===== src/rtl/sender_if.sv =====
// Downstream word channel between the sender and its consumer.
// Latency: none, wires only.
// Backpressure: consumer holds ready low to stall the word offered on valid/data.
//
// Ports (modports):
//   master - drives valid and data, samples ready (used by sender)
//   slave  - samples valid and data, drives ready (used by the consumer)
interface sender_if #(
    parameter int DATA_WIDTH = 8
);
    logic                  valid;
    logic                  ready;
    logic [DATA_WIDTH-1:0] data;

    modport master (
        output valid,
        output data,
        input  ready
    );

    modport slave (
        input  valid,
        input  data,
        output ready
    );
endinterface


===== src/rtl/sender.sv =====
// Buffered word sender: plays mem[0..len-1] downstream with GAP idle cycles before each word.
// Latency: first valid after edge N+GAP+1 for start sampled at edge N; next word GAP+1 cycles after each transfer.
// Backpressure: valid/data are held stable while ready is low; stalled cycles are counted when enabled.
//
// Ports:
//   clk, rst          - single clock, synchronous active-high reset
//   wr_en/addr/data   - buffer write port, honoured only while idle
//   start, len        - begin a transmission of len words (clamped to DEPTH), honoured only while idle
//   tx (master)       - downstream valid/ready/data channel
//   busy, done        - busy outside IDLE, one-cycle done pulse when a transmission ends
//   stall_cnt         - cycles with valid=1 and ready=0, saturating
//
// Build option: define SENDER_STALL_CNT_EN to implement the stall counter;
// otherwise stall_cnt is tied to zero and no counter logic exists.
module sender #(
    parameter int DATA_WIDTH = 8,
    parameter int DEPTH      = 16,
    parameter int GAP        = 10
) (
    input  logic                     clk,
    input  logic                     rst,
    input  logic                     wr_en,
    input  logic [$clog2(DEPTH)-1:0] wr_addr,
    input  logic [DATA_WIDTH-1:0]    wr_data,
    input  logic                     start,
    input  logic [$clog2(DEPTH):0]   len,
    sender_if.master                 tx,
    output logic                     busy,
    output logic                     done,
    output logic [15:0]              stall_cnt
);
    localparam int AW = $clog2(DEPTH);
    localparam int LW = AW + 1;
    // Gap counter needs at least one bit even when GAP is zero.
    localparam int GW = (GAP > 0) ? $clog2(GAP + 1) : 1;

    localparam logic [LW-1:0] DEPTH_L = LW'(DEPTH);
    localparam logic [GW-1:0] GAP_L   = GW'(GAP);

    typedef enum logic [1:0] {
        IDLE = 2'd0,
        WAIT = 2'd1,
        SEND = 2'd2,
        FIN  = 2'd3
    } state_t;

    state_t                state_q, state_d;
    // idx is one bit wider than the address so it can reach DEPTH without wrapping.
    logic [LW-1:0]         len_q, len_d;
    logic [LW-1:0]         idx_q, idx_d;
    logic [GW-1:0]         gap_q, gap_d;
    logic [DATA_WIDTH-1:0] data_q, data_d;
    logic [LW-1:0]         len_clamped;
    logic                  last_word;

    logic [DATA_WIDTH-1:0] mem [DEPTH];

    assign len_clamped = (len > DEPTH_L) ? DEPTH_L : len;
    assign last_word   = (idx_q + LW'(1)) == len_q;

    // ------------------------------------------------------------------
    // FSM: state register
    // ------------------------------------------------------------------
    always_ff @(posedge clk) begin
        if (rst) begin
            state_q <= IDLE;
        end else begin
            state_q <= state_d;
        end
    end

    // ------------------------------------------------------------------
    // FSM: next state
    // ------------------------------------------------------------------
    always_comb begin
        state_d = state_q;
        case (state_q)
            IDLE: begin
                if (start) begin
                    // A zero-length request still produces its done pulse.
                    state_d = (len_clamped == '0) ? FIN : WAIT;
                end
            end
            WAIT: begin
                if (gap_q == '0) begin
                    state_d = SEND;
                end
            end
            SEND: begin
                if (tx.ready) begin
                    state_d = last_word ? FIN : WAIT;
                end
            end
            FIN: begin
                state_d = IDLE;
            end
            default: begin
                state_d = IDLE;
            end
        endcase
    end

    // ------------------------------------------------------------------
    // FSM: outputs
    // ------------------------------------------------------------------
    always_comb begin
        busy     = (state_q != IDLE);
        done     = (state_q == FIN);
        tx.valid = (state_q == SEND);
        tx.data  = data_q;
    end

    // ------------------------------------------------------------------
    // Datapath: length, read index, gap counter, output word
    // ------------------------------------------------------------------
    always_comb begin
        len_d  = len_q;
        idx_d  = idx_q;
        gap_d  = gap_q;
        data_d = data_q;
        case (state_q)
            IDLE: begin
                if (start) begin
                    len_d = len_clamped;
                    idx_d = '0;
                    gap_d = GAP_L;
                end
            end
            WAIT: begin
                // The word is fetched on the edge that enters SEND, so a
                // write accepted together with start is already visible.
                if (gap_q == '0) begin
                    data_d = mem[idx_q[AW-1:0]];
                end else begin
                    gap_d = gap_q - GW'(1);
                end
            end
            SEND: begin
                if (tx.ready) begin
                    idx_d = idx_q + LW'(1);
                    gap_d = GAP_L;
                end
            end
            default: begin
            end
        endcase
    end

    always_ff @(posedge clk) begin
        if (rst) begin
            len_q  <= '0;
            idx_q  <= '0;
            gap_q  <= '0;
            data_q <= '0;
        end else begin
            len_q  <= len_d;
            idx_q  <= idx_d;
            gap_q  <= gap_d;
            data_q <= data_d;
        end
    end

    // Buffer has no reset so its contents survive a reset of the engine.
    always_ff @(posedge clk) begin
        if (wr_en && (state_q == IDLE)) begin
            mem[wr_addr] <= wr_data;
        end
    end

    // ------------------------------------------------------------------
    // Stall counter
    // ------------------------------------------------------------------
`ifdef SENDER_STALL_CNT_EN
    logic [15:0] stall_q, stall_d;

    always_comb begin
        stall_d = stall_q;
        if ((state_q == IDLE) && start) begin
            stall_d = '0;
        end else if ((state_q == SEND) && !tx.ready && (stall_q != 16'hFFFF)) begin
            stall_d = stall_q + 16'd1;
        end
    end

    always_ff @(posedge clk) begin
        if (rst) begin
            stall_q <= '0;
        end else begin
            stall_q <= stall_d;
        end
    end

    assign stall_cnt = stall_q;
`else
    assign stall_cnt = '0;
`endif

endmodule


===== src/flat_wrapper.sv =====
// flat-port wrapper written by rule: the top's interface ports become plain ports
module sender_flat 
#(
    parameter int DATA_WIDTH = 8,
    parameter int DEPTH      = 16,
    parameter int GAP        = 10
)
  (clk, rst, wr_en, wr_addr, wr_data, start, len, busy, done, stall_cnt, tx_valid, tx_data, tx_ready);
  sender_if #(.DATA_WIDTH(DATA_WIDTH)) tx_i ();
  input  logic clk;
  input  logic rst;
  input  logic wr_en;
  input  logic [$clog2(DEPTH)-1:0] wr_addr;
  input  logic [DATA_WIDTH-1:0] wr_data;
  input  logic start;
  input  logic [$clog2(DEPTH):0] len;
  output logic busy;
  output logic done;
  output logic [15:0] stall_cnt;
  output wire logic [$bits(tx_i.valid)-1:0] tx_valid;
  output wire logic [$bits(tx_i.data)-1:0] tx_data;
  input wire logic [$bits(tx_i.ready)-1:0] tx_ready;
  assign tx_valid = tx_i.valid;
  assign tx_data = tx_i.data;
  assign tx_i.ready = tx_ready;
  sender #(.DATA_WIDTH(DATA_WIDTH), .DEPTH(DEPTH), .GAP(GAP)) u_core (.clk(clk), .rst(rst), .wr_en(wr_en), .wr_addr(wr_addr), .wr_data(wr_data), .start(start), .len(len), .tx(tx_i), .busy(busy), .done(done), .stall_cnt(stall_cnt));
endmodule

===== config.mk =====
export PLATFORM = sky130hd
export DESIGN_NAME = sender_flat
export DESIGN_NICKNAME = d
export VERILOG_FILES = /design/src/rtl/sender_if.sv /design/src/rtl/sender.sv /design/src/flat_wrapper.sv
export SDC_FILE = /design/constraint.sdc
export NUM_CORES = 1
export LEC_CHECK = 0
export CORE_AREA = 8 8 153 155
export DETAILED_ROUTE_END_ITERATION = 16
export DIE_AREA = 0 0 161 163
export MAX_ROUTING_LAYER = met4
export PLACE_DENSITY = 0.49
export SYNTH_ARGS = -nofsm -noshare
export SYNTH_HDL_FRONTEND = slang
export SYNTH_SLANG_ARGS = --single-unit

===== constraint.sdc =====
create_clock -name clk -period 2.49 [get_ports clk]
set_input_delay 0.249 -clock clk [delete_from_list [all_inputs] [get_ports clk]]
set_output_delay 0.249 -clock clk [all_outputs]
set_load 0.01 [all_outputs]

Word-level counts from Yosys, hierarchy flattened
Memories as Yosys holds them, arrays and structs flattened. A register that Yosys moved wholly into a read port is not among the register bits.
Cells that the tools add are included.
{"block": "totals", "output_inout_bits": 27, "ff_bits": 16, "word_cells": 44, "input_bits": 22, "n_memories": 1, "ram_bits": 128}
{"block": "op_classes", "magnitude_cmp": 1, "reduce_logical": 12, "eq_ne": 8, "muxes": 16, "add_sub_neg": 2}
{"memory": "u_core.mem", "depth": 16, "word_bits": 8, "read_ports": 1, "rd_clocked_by_memory_dff": 1, "write_ports": 1, "line_no": "sender.sv:56", "source": "logic [DATA_WIDTH-1:0] mem [DEPTH];"}
{"op": "two-way mux 5 bit", "count": 3}
{"op": "two-way mux 4 bit", "count": 3}
{"op": "case mux 4 bit (3 select lines)", "count": 1}
{"op": "two-way mux 2 bit", "count": 5}
{"op": "case mux 5 bit (2 select lines)", "count": 1}
{"op": "case mux 2 bit (4 select lines)", "count": 1}
{"op": "AND reduction 3 bit", "count": 2}
{"op": "adder 5 x 1 -> 5 bit, second input constant", "count": 1}
{"op": "equality test 5 bit", "count": 1}
{"op": "> comparator 5 bit, second input constant", "count": 1}
{"op": "logical NOT 5 bit", "count": 1}
{"op": "equality test 2 bit, second input constant", "count": 2}
{"op": "logical NOT 4 bit", "count": 1}
{"op": "!= test 2 x 1 -> 1 bit, second input constant", "count": 2}
{"op": "!= test 2 bit, second input constant", "count": 2}
{"op": "AND reduction 2 bit", "count": 2}
{"op": "AND reduction 4 bit", "count": 1}
{"op": "nonzero test 2 bit", "count": 2}
{"op": "subtractor 4 x 1 -> 4 bit, second input constant", "count": 1}
{"op": "nonzero test 3 bit", "count": 1}
{"op": "equality test 2 x 1 -> 1 bit, second input constant", "count": 1}
{"op": "logical NOT 2 bit", "count": 1}
{"op": "two-way mux 1 bit", "count": 2}
{"op": "logical AND 1 bit", "count": 1}

Longest topological paths before layout
Gate-level depths: netlist of the first run.
{"block": "logic_depth", "ltp_word": 6, "mapped_depth": 6, "depth_no_buf": 6}

Worst setup path before layout of the first run
OpenSTA, ideal clock, no wires.
{"block": "synth_path", "kind": "register -> register", "from": "register u_core.state_q[1]", "to": "memory u_core.mem[0][0], enable pin", "n_path_buf": 1, "period_less_slack_ns": 2.117, "setup_time_ns": 0.383, "setup_slack_ns": 0.373, "required_ns": 2.107, "arrival_time_ns": 1.734, "stages_incl_launch_ff": 6, "cell_sequence": "dfxtp_1 clkbuf_1 nor2_1 nand2_1 or3_1 nor3_1"}
{"block": "synth_between", "elab_chain_len": 4}
{"item": "start: declaration", "line_no": "sender.sv:47", "source": "state_t state_q, state_d;"}
{"item": "start signal: assignment", "line_no": "sender.sv:68", "source": "state_q <= state_d;"}
{"item": "logical NOT 2 bit", "line_no": "sender.sv:165", "source": "if (wr_en && (state_q == IDLE)) begin"}
{"item": "logical AND 1 bit", "line_no": "sender.sv:165"}
{"item": "two-way mux 1 bit", "line_no": "sender.sv:165"}
{"item": "two-way mux 1 bit (implied by the code)", "line_no": "sender.sv:166", "source": "mem[wr_addr] <= wr_data;"}
{"item": "end: declaration", "line_no": "sender.sv:56"}
Every way passes these cells.

Worst setup path after layout of the first run
{"block": "layout_path", "from": "register u_core.state_q[0]", "to": "memory u_core.mem[3][0], enable pin"}
The elaborated chain is that of the path after synthesis.

==> metrics.txt, run 1 <==
total vias in the final route=3361; total area of multi-input combinational cells=between 0.0015 and 0.002 mm²; total routing resource utilization after global routing=0.105; drt via density=approximately 4.7; buffers from clock root to sink, at most=2; fill cell instance count of the final layout=slightly below 2000; setup TNS=0 ns; buffers inserted during post-CTS setup optimization=0; count of antenna diodes in the layout=0; Die ar.=0.0262 mm²; Final Hold Violating Endpoints=0; Die X-Extent=around 160 µm; Synth Register Bits=~150; IO Port Bufs=32; wirelength, routed=13000 µm; number of cells on the worst hold path=2; max-slew violation count=0; internal reg-to-reg setup slack=~0.28 ns; die height=around 160 µm; highest clock rate=between 400 and 500 MHz; number of buffers added by the clock tree synthesis step=17; final setup violation count=0; HPWL after detailed placement=just under 9000 µm; Cells after DPL=roughly 680; cell-by-cell listing of the critical path=nor2_1 > nand4_1 > nor3_1 > buf_4; largest stage delay on the critical path=0.54 ns; Worst R2R End=u_core.mem[3][0]; GP Congestion=0.786; classification of the worst setup path=reg -> reg; synth warn=0; synth top area cells=sky130_fd_sc_hd__edfxtp_1, sky130_fd_sc_hd__mux4_2, sky130_fd_sc_hd__dfxtp_1, sky130_fd_sc_hd__mux2i_1, sky130_fd_sc_hd__buf_4; core region area=0.0208 mm²; Startpoint Class=flip-flop; count of boundary I/O pins=around 50; overflow left after global routing=0; fraction of synthesized cell area taken by the top area cell type=0.618; worst vdd rail ir drop=between 0.0004 and 0.0005 V; Post-synth top flop=sky130_fd_sc_hd__edfxtp_1; Post-Synthesis Cell Area=just over 0.006 mm²; max-cap violations=0; # resized after CTS=0; number of different library cells in the post-synthesis netlist=43; top cell type by total area after synthesis=sky130_fd_sc_hd__edfxtp_1; hold buffers post-CTS=0; Critical path origin=u_core.state_q[0]; logic depth of the worst register-to-register path=4; effective utilization at floorplan=0.298; clock net sink count=between 150 and 200; slowest stage cell, crit path=sky130_fd_sc_hd__nor3_1; proportion of register bits with asynchronous set or reset after synthesis=0; Final period util=0.889; Total Power=between 0.005 and 0.006 W; Root Buffer=sky130_fd_sc_hd__clkbuf_16; number of H-tree levels=4; drt first pass iters=4; area growth from synthesis to layout=21.1%; most frequently used cell type in the post-synthesis netlist=sky130_fd_sc_hd__edfxtp_1; transition time of the tightest slew-check pin=~0.84 ns; fraction of layout cells with a size suffix above 1=0.193; Clock Skew=approximately 0.0053 ns; number of nets still failing antenna checks after routing=0; ranking of synthesized cells by instance count=sky130_fd_sc_hd__edfxtp_1, sky130_fd_sc_hd__nor2_1, sky130_fd_sc_hd__mux4_2; number of enable-type register cells in the synthesized netlist=approximately 130; number of DRC violations after detailed routing=0; Tightest Hold Check Type=reg -> reg; Worst-Skew Late Latency=0.41 ns; number of nets in the finished design=roughly 450; run status=completed; peak fanout along the critical path=11; Min Hold Slack=just under 0.5 ns; wire length of the first global-routing pass=slightly above 20000 µm; via count of the first global-routing pass=about 3400; sequential area share after synthesis=0.696; Iter 0 DRT Violations=230; tightest slew margin relative to the limit=0.437; non-filler instance count after layout=between 700 and 800; largest net degree at the start of global routing=20; post-synthesis cell count=370; total power density per cell area=770 mW/mm²; routed wire length per instance=approximately 18 µm; TritonCTS clock tree=yes; type of element capturing the critical path=flip-flop; number of antenna violations at the first check in global routing=0; RSZ-0062 raised after global routing=false; Period minus WS final=between 2 and 2.5 ns; endpoint arrival time on the critical path=2.34 ns; worst r2r src=u_core.state_q[0]; capturing element of the worst setup path=u_core.mem[3][0]; clock slew at reported path FFs=~0.060 ns; flip-flop and latch area=between 0.004 and 0.005 mm²; Leakage=around 2.4 nW; CP Data Required Time=approximately 2.6 ns; average instance area after synthesis=16.8 µm²; Site Rows=53
-- flip-flops by register name (all words and copies together) (netlist names) --
register,flops
u_core.state_q,2
u_core.len_q,5
u_core.idx_q,5
u_core.mem,128
u_core.gap_q,4
u_core.tx.data,8
-- power by group --
| group | leakage (nW) | internal (W) | switching, W |
|---|---|---|---|
| logic | 0.765 | 0.000161 | 0.000231 |
| clock network | 0.296 | 0.00150 | 0.00106 |
| registers | 1.35 | 0.00281 | 0.0000299 |
| total | 2.41 | 0.00448 | 0.00132 |
-- cell usage in the layout (no fill, tap or decap), types with 14 or more instances in the layout --
| cell | n |
|---|---|
| sky130_fd_sc_hd__buf_4 | 22 |
| sky130_fd_sc_hd__clkbuf_16 | 17 |
| sky130_fd_sc_hd__clkdlybuf4s50_1 | 32 |
| sky130_fd_sc_hd__conb_1 | 16 |
| sky130_fd_sc_hd__dfxtp_1 | 23 |
| sky130_fd_sc_hd__edfxtp_1 | 128 |
| sky130_fd_sc_hd__mux2i_1 | 19 |
| sky130_fd_sc_hd__mux4_2 | 26 |
| sky130_fd_sc_hd__nand2_1 | 14 |
| sky130_fd_sc_hd__nor2_1 | 28 |
-- cell families after synthesis --
kind of cell / Yosys count / synth area share
AOI/OAI and AO/OA: 34 / 0.0358
xor gates and xnor gates: 9 / 0.0127
adders and majority gates: 3 / 0.00604
buffers and inverters: 37 / 0.0358
DFF: 152 / 0.696
muxes: 51 / 0.145
other: 1 / 0.000603
and+or+nand+nor: 83 / 0.0679
-- per-layer routing --
| metal | track usage | part of all wire |
|---|---|---|
| met5 | - | 0 |
| met2 | 0.162 | 0.47 |
| met4 | 0.0274 | 0.014 |
| met3 | 0.0372 | 0.063 |
| met1 | 0.131 | 0.45 |
-- worst max-delay path, delay by kind of cell (launching register included) --
kind,cells,cell delay (ns)
and+or+nand+nor,3,1.28
DFF,1,0.38
buffers and inverters,1,0.27
-- cell type report --
cell class	instances	area share
clock buffer	17	0.0565
clock inverter	15	0.0219
inverter	5	0.00249
multi-input combinational	196	0.229
sequential	152	0.575
tap	275	0.0457
timing repair buffer	56	0.0698
-- worst min path at each step --
| stage | startpoint | end | slack [ns] |
|---|---|---|---|
| floorplan | wr_data[0] | u_core.mem[0][0] | 0.35 |
| global placement | u_core.tx.data[1] | u_core.tx.data[1] | 0.48 |
| detailed placement | u_core.tx.data[3] | u_core.tx.data[3] | 0.47 |
| CTS | u_core.tx.data[3] | u_core.tx.data[3] | 0.49 |
| global route | u_core.tx.data[3] | u_core.tx.data[3] | 0.52 |
| finish | u_core.tx.data[0] | u_core.tx.data[0] | 0.50 |
-- stage by stage --
stage / utilization / cell area (µm²) / setup WS (ns)
3_5_place_dp: 0.333 / 6940 / 0.292
5_1_grt: 0.362 / 7530 / 0.161
4_1_cts: 0.362 / 7530 / 0.271
6_report: 0.362 / 7530 / 0.276
2_1_floorplan: - / 6270 / 0.373
3_3_place_gp: 0.333 / 6940 / 0.334
(Power assumes the default switching activity.)
==> inputs of run 2 (changes only) <==
Settings changed: CORE_AREA 8 8 153 155 to 4 4 122 124, DIE_AREA 0 0 161 163 to 0 0 126 128, GPL_ROUTABILITY_DRIVEN set to 0, PLACE_DENSITY 0.49 to 0.67.
==> run 2 against run 1 <==
  * Sequential share of layout area is 1.2 points higher
  * Die area is 39% lower
  * Routed wire length is 6.2% lower
==> metrics.txt, run 2 (same netlist as run 1, synthesis figures left out) <==
run status=completed; Final Hold Violating Endpoints=0 (unchanged); die height=128 µm (-21%); sum of met2 wire segment lengths after detailed routing=6140 µm (about the same); Period minus WS final=2.07 ns (-0.139 ns); HPWL after detailed placement=8240 µm (-7.7%); Cells after DPL=590 (-14%); Layout Cell Area excl Fill=0.00738 mm² (-2.0%); drt via density=5.37 (+14%); buffers inserted during post-CTS setup optimization=0 (unchanged); most common cell after layout, fill and taps aside=sky130_fd_sc_hd__edfxtp_1; fraction of layout cells with a size suffix above 1=0.186 (-0.00722); total area of multi-input combinational cells=0.00172 mm² (unchanged); max-cap violations=0 (unchanged); TritonCTS clock tree=yes; IO Port Bufs=32 (unchanged); peak fanout along the critical path=11 (unchanged); Die X-Extent=126 µm (-22%); Tightest Hold Check Type=reg -> reg; via count of the first global-routing pass=3463 (+1.7%); final setup violation count=0 (unchanged); register with the highest flop count=u_core.mem; clock slew at reported path FFs=0.06 ns (about the same); Worst-Skew Late Latency=0.43 ns (+0.02 ns); transition time of the tightest slew-check pin=0.768 ns (-0.0762 ns); flip-flop and latch area=0.00433 mm² (unchanged); total vias in the final route=3342 (-0.57%); Die ar.=0.0161 mm² (-39%); count of boundary I/O pins=49 (unchanged); detailed-routed wire length on met3=851 µm (+3.2%); total routing resource utilization after global routing=0.165 (+0.0599); most frequent cells in the layout=sky130_fd_sc_hd__edfxtp_1, sky130_fd_sc_hd__clkdlybuf4s50_1, sky130_fd_sc_hd__nor2_1, sky130_fd_sc_hd__mux4_2, sky130_fd_sc_hd__buf_4; highest clock rate=482 MHz (+6.7%); core region area=0.0138 mm² (-34%); worst vdd rail ir drop=0.000593 V (+42%); total power density per cell area=766 mW/mm² (-0.52%); endpoint arrival time on the critical path=1.83 ns (-0.51 ns); count of antenna diodes in the layout=0 (unchanged); Clock Skew=0.00934 ns (+0.00405 ns); routed wire length per instance=19.6 µm (+8.0%); number of nets in the finished design=454 (+0.22%); Leakage=2.39 nW (-0.79%); fill cell instance count of the final layout=1110 (-43%); classification of the worst setup path=reg -> out; clock net sink count=152 (unchanged); top layer reached by signal wires=met4; drt first pass iters=4 (unchanged); utilization after layout=0.536 (+0.174); number of flip-flops under the largest register name=128 (unchanged); overflow left after global routing=0 (unchanged); number of H-tree levels=4 (unchanged); tightest slew margin relative to the limit=0.488 (+0.0508); Site Rows=43 (-19%); setup TNS=0 ns (unchanged); RSZ-0062 raised after global routing=false; wire length of the first global-routing pass=19100 µm (-5.3%); number of buffers added by the clock tree synthesis step=17 (unchanged); type of element capturing the critical path=output pin; Final period util=0.833 (-0.0559); number of antenna violations at the first check in global routing=0 (unchanged); hold buffers post-CTS=0 (unchanged); area growth from synthesis to layout=18.7%; non-filler instance count after layout=622 (-13%); wirelength, routed=12200 µm (-6.2%); max-slew violation count=0 (unchanged); CP Data Required Time=2.24 ns (-0.38 ns); Iter 0 DRT Violations=185 (-20%); # resized after CTS=0 (unchanged); buffers from clock root to sink, at most=2 (unchanged); routed length on met1=5140 µm (-13%); number of nets still failing antenna checks after routing=0 (unchanged); number of DRC violations after detailed routing=0 (unchanged); Root Buffer=sky130_fd_sc_hd__clkbuf_16; largest net degree at the start of global routing=39 (+95%); Startpoint Class=flip-flop; cell area reported after detailed placement=0.00681 mm² (-1.8%); effective utilization at floorplan=0.451 (+0.153)
[run 2: layout make-up]
| class | instances | area share |
|---|---|---|
| multi-input combinational | 196 | 0.234 |
| timing repair buffer | 57 | 0.0706 |
| clock buffer | 18 | 0.0582 |
| clock inverter | 14 | 0.0180 |
| inverter | 5 | 0.00254 |
| tap | 180 | 0.0305 |
| sequential | 152 | 0.586 |
[run 2: worst paths after layout]
check | start | to | slack (ns) | cells after the start
max reg2reg | u_core.state_q[1] | u_core.mem[1][6] | 0.44 | 4
min reg2reg | u_core.tx.data[6] | u_core.tx.data[6] | 0.50 | 2
max | u_core.state_q[1] | busy | 0.42 | 3
min | u_core.tx.data[6] | u_core.tx.data[6] | 0.50 | 2
[run 2: routing by layer]
layer  vias up  global-route usage
li1       1545                   -
met1      1676               0.209
met2       109               0.262
met3        12              0.0500
met4         0              0.0461
met5         -                   -
[run 2: critical path, stage by stage, from the launching register on]
cell	delay [ns]
sky130_fd_sc_hd__dfxtp_1	0.40
sky130_fd_sc_hd__nor2_1	0.44
sky130_fd_sc_hd__inv_1	0.08
sky130_fd_sc_hd__clkdlybuf4s50_1	0.49
[run 2: through the flow]
step	hold slack [ns]	worst slack (ns)	power, W
2_1_floorplan	0.348	0.373	0.00313
3_3_place_gp	0.481	0.498	0.00327
3_5_place_dp	0.489	0.492	0.00328
4_1_cts	0.508	0.405	0.00570
5_1_grt	0.532	0.328	0.00586
6_report	0.498	0.415	0.00565
[run 2: power by group]
part           internal, W  switching, W  total, W
Sequential         0.00282     0.0000411   0.00286
Clock              0.00146      0.000965   0.00242
Combinational     0.000156      0.000215  0.000371
Total              0.00443       0.00122   0.00565
==> inputs of run 3 (changes only) <==
Settings changed: PLACE_DENSITY 0.67 to 0.7.
Clock period 2.49 ns to 1.7 ns, I/O delays scaled along.
==> run 3 against run 2 <==
  * Flip-flop and latch count stayed put
  * Utilization increased by 2.7 points
  * Clock power rose by 44%
  * Critical path type is now reg -> reg
  * Largest power group unchanged
  * Highest routed layer unchanged
==> metrics.txt, run 3 (same netlist as run 1, synthesis figures left out) <==
classification of the worst setup path=reg -> reg; internal reg-to-reg setup slack=0.05 ns (-0.39 ns); type of element capturing the critical path=flip-flop; IO Port Bufs=32 (unchanged); number of antenna violations at the first check in global routing=0 (unchanged); logic depth of the worst register-to-register path=5 (+1); Tightest Hold Check Type=reg -> reg; routed wire length per instance=19.5 µm (-0.62%); max-cap violations=0 (unchanged); number of buffers added by the clock tree synthesis step=17 (unchanged); wire length of the first global-routing pass=20100 µm (+5.2%); worst vdd rail ir drop=0.000888 V (+50%); number of nets still failing antenna checks after routing=0 (unchanged); total vias in the final route=3518 (+5.3%); most frequent cells in the layout=sky130_fd_sc_hd__edfxtp_1, sky130_fd_sc_hd__buf_4, sky130_fd_sc_hd__mux4_2, sky130_fd_sc_hd__clkdlybuf4s50_1, sky130_fd_sc_hd__nor2_1; count of antenna diodes in the layout=0 (unchanged); count of boundary I/O pins=49 (unchanged); Startpoint Class=flip-flop; Final Hold Violating Endpoints=0 (unchanged); Worst R2R End=u_core.mem[8][4]; Layout Cell Area excl Fill=0.00774 mm² (+5.0%); drt via density=5.43 (+1.0%); cell area reported after detailed placement=0.00706 mm² (+3.5%); Iter 0 DRT Violations=246 (+33%); tightest slew margin relative to the limit=0.614 (+0.126); fraction of layout cells with a size suffix above 1=0.293 (+0.107); Die ar.=0.0161 mm² (unchanged); peak fanout along the critical path=8 (-3); Die X-Extent=126 µm (unchanged); wirelength, routed=12700 µm (+3.5%); die height=128 µm (unchanged); total area of multi-input combinational cells=0.00183 mm² (+6.2%); drt first pass iters=4 (unchanged); hold buffers post-CTS=0 (unchanged); number of cells on the worst hold path=2 (unchanged); via count of the first global-routing pass=3676 (+6.2%); overflow left after global routing=0 (unchanged); max-slew violation count=0 (unchanged); Root Buffer=sky130_fd_sc_hd__clkbuf_16; final setup violation count=0 (unchanged); number of H-tree levels=4 (unchanged); setup slack at placement=-0.0710 ns (-0.563 ns); endpoint arrival time on the critical path=1.78 ns (-0.05 ns); clock slew at reported path FFs=0.06 ns (about the same); Worst-Skew Late Latency=0.41 ns (-0.02 ns); Site Rows=43 (unchanged); run status=completed; flip-flop and latch area=0.00433 mm² (+0.14%); TritonCTS clock tree=yes; Final period util=0.972; worst r2r src=u_core.state_q[0]; setup slack after layout=0.0471 ns (-0.368 ns); most common cell after layout, fill and taps aside=sky130_fd_sc_hd__edfxtp_1; Clock Skew=0.00710 ns (-0.00224 ns); critical hold path startpoint=u_core.tx.data[6]; clock net sink count=152 (unchanged); endpoint of the worst hold path=u_core.tx.data[6]; number of DRC violations after detailed routing=0 (unchanged); Leakage=2.59 nW (+8.2%); total routing resource utilization after global routing=0.171 (+0.00541); Period minus WS final=between 1.5 and 2 ns; number of flip-flops under the largest register name=128 (unchanged); largest net degree at the start of global routing=32 (-18%); number of nets in the finished design=480 (+5.7%); area growth from synthesis to layout=24.6%; highest clock rate=around 600 MHz; RSZ-0062 raised after global routing=true; fill cell instance count of the final layout=1065 (-4.1%); buffers from clock root to sink, at most=2 (unchanged); effective utilization at floorplan=0.451 (unchanged); CP Data Required Time=1.82 ns (-0.42 ns); register with the highest flop count=u_core.mem; total power density per cell area=1080 mW/mm² (+41%); transition time of the tightest slew-check pin=0.578 ns (-0.191 ns); core region area=0.0138 mm² (unchanged); HPWL after detailed placement=8400 µm (+1.9%)
## run 3: cell types whose count changed in the layout (fill, tap and decap cells not counted), sizes merged, moves of 2 or more
cell	delta
dlygate4sd2	+2
buf	+25
clkinvlp	+2
clkdlybuf4s50	-3
clkinv	-2
## run 3: cell type report
cell class | count | share of cell area
tap | 180 | 0.0291
clock inverter | 14 | 0.0163
inverter | 5 | 0.00242
multi-input combinational | 196 | 0.237
clock buffer | 18 | 0.0554
timing repair buffer | 83 | 0.101
sequential | 152 | 0.560
## run 3: report_power, final
part | switching, W | internal (W)
clock | 0.00147 | 0.00202
combinational | 0.000377 | 0.000315
sequential | 0.0000502 | 0.00412
total | 0.00190 | 0.00646
## run 3: worst max-delay path by stage
| stage | slack (ns) | start | endpoint | cells after the start |
|---|---|---|---|---|
| floorplan | -0.06 | u_core.state_q[0] | u_core.mem[12][0] | 5 |
| global placement | -0.03 | wr_en | u_core.mem[0][5] | 5 |
| detailed placement | -0.07 | u_core.gap_q[1] | u_core.tx.data[1] | 6 |
| CTS | 0.004 | u_core.gap_q[1] | u_core.tx.data[2] | 6 |
| global route | -0.02 | u_core.state_q[0] | u_core.mem[8][4] | 5 |
| finish | 0.05 | u_core.state_q[0] | u_core.mem[8][4] | 5 |
## run 3: worst max-delay path, cell delays in order, from the launching register on
cell	delay (ns)
sky130_fd_sc_hd__dfxtp_1	0.33
sky130_fd_sc_hd__nor2_4	0.20
sky130_fd_sc_hd__nand2_1	0.08
sky130_fd_sc_hd__or3_4	0.37
sky130_fd_sc_hd__nor2_1	0.20
sky130_fd_sc_hd__buf_6	0.18
## run 3: repair_timing
action | 4_1_cts | 5_1_grt
gates resized for setup | 12 | 20
setup buffers | 0 | 3
gates cloned | 0 | 1
setup endpoints to repair | 11 | 28
pin swaps | 0 | 3
## run 3: layer usage
metal,GRT usage,share of wire,vias up
li1,-,-,1603
met1,0.205,0.40,1769
met2,0.283,0.52,127
met3,0.0463,0.060,19
met4,0.0549,0.016,0
met5,-,0,-
## run 3: through the flow
| stage | total power (W) | instances | setup TNS, ns | hold WS [ns] | util |
|---|---|---|---|---|---|
| after floorplan | 0.00459 | 385 | -1.38 | 0.269 | - |
| after global placement | 0.00487 | 612 | -0.398 | 0.478 | 0.512 |
| after detailed placement | 0.00489 | 612 | -1.08 | 0.477 | 0.512 |
| after CTS | 0.00839 | 644 | 0 | 0.492 | 0.555 |
| after global routing | 0.00867 | 648 | -0.205 | 0.526 | 0.562 |
| final | 0.00836 | 648 | 0 | 0.504 | 0.562 |
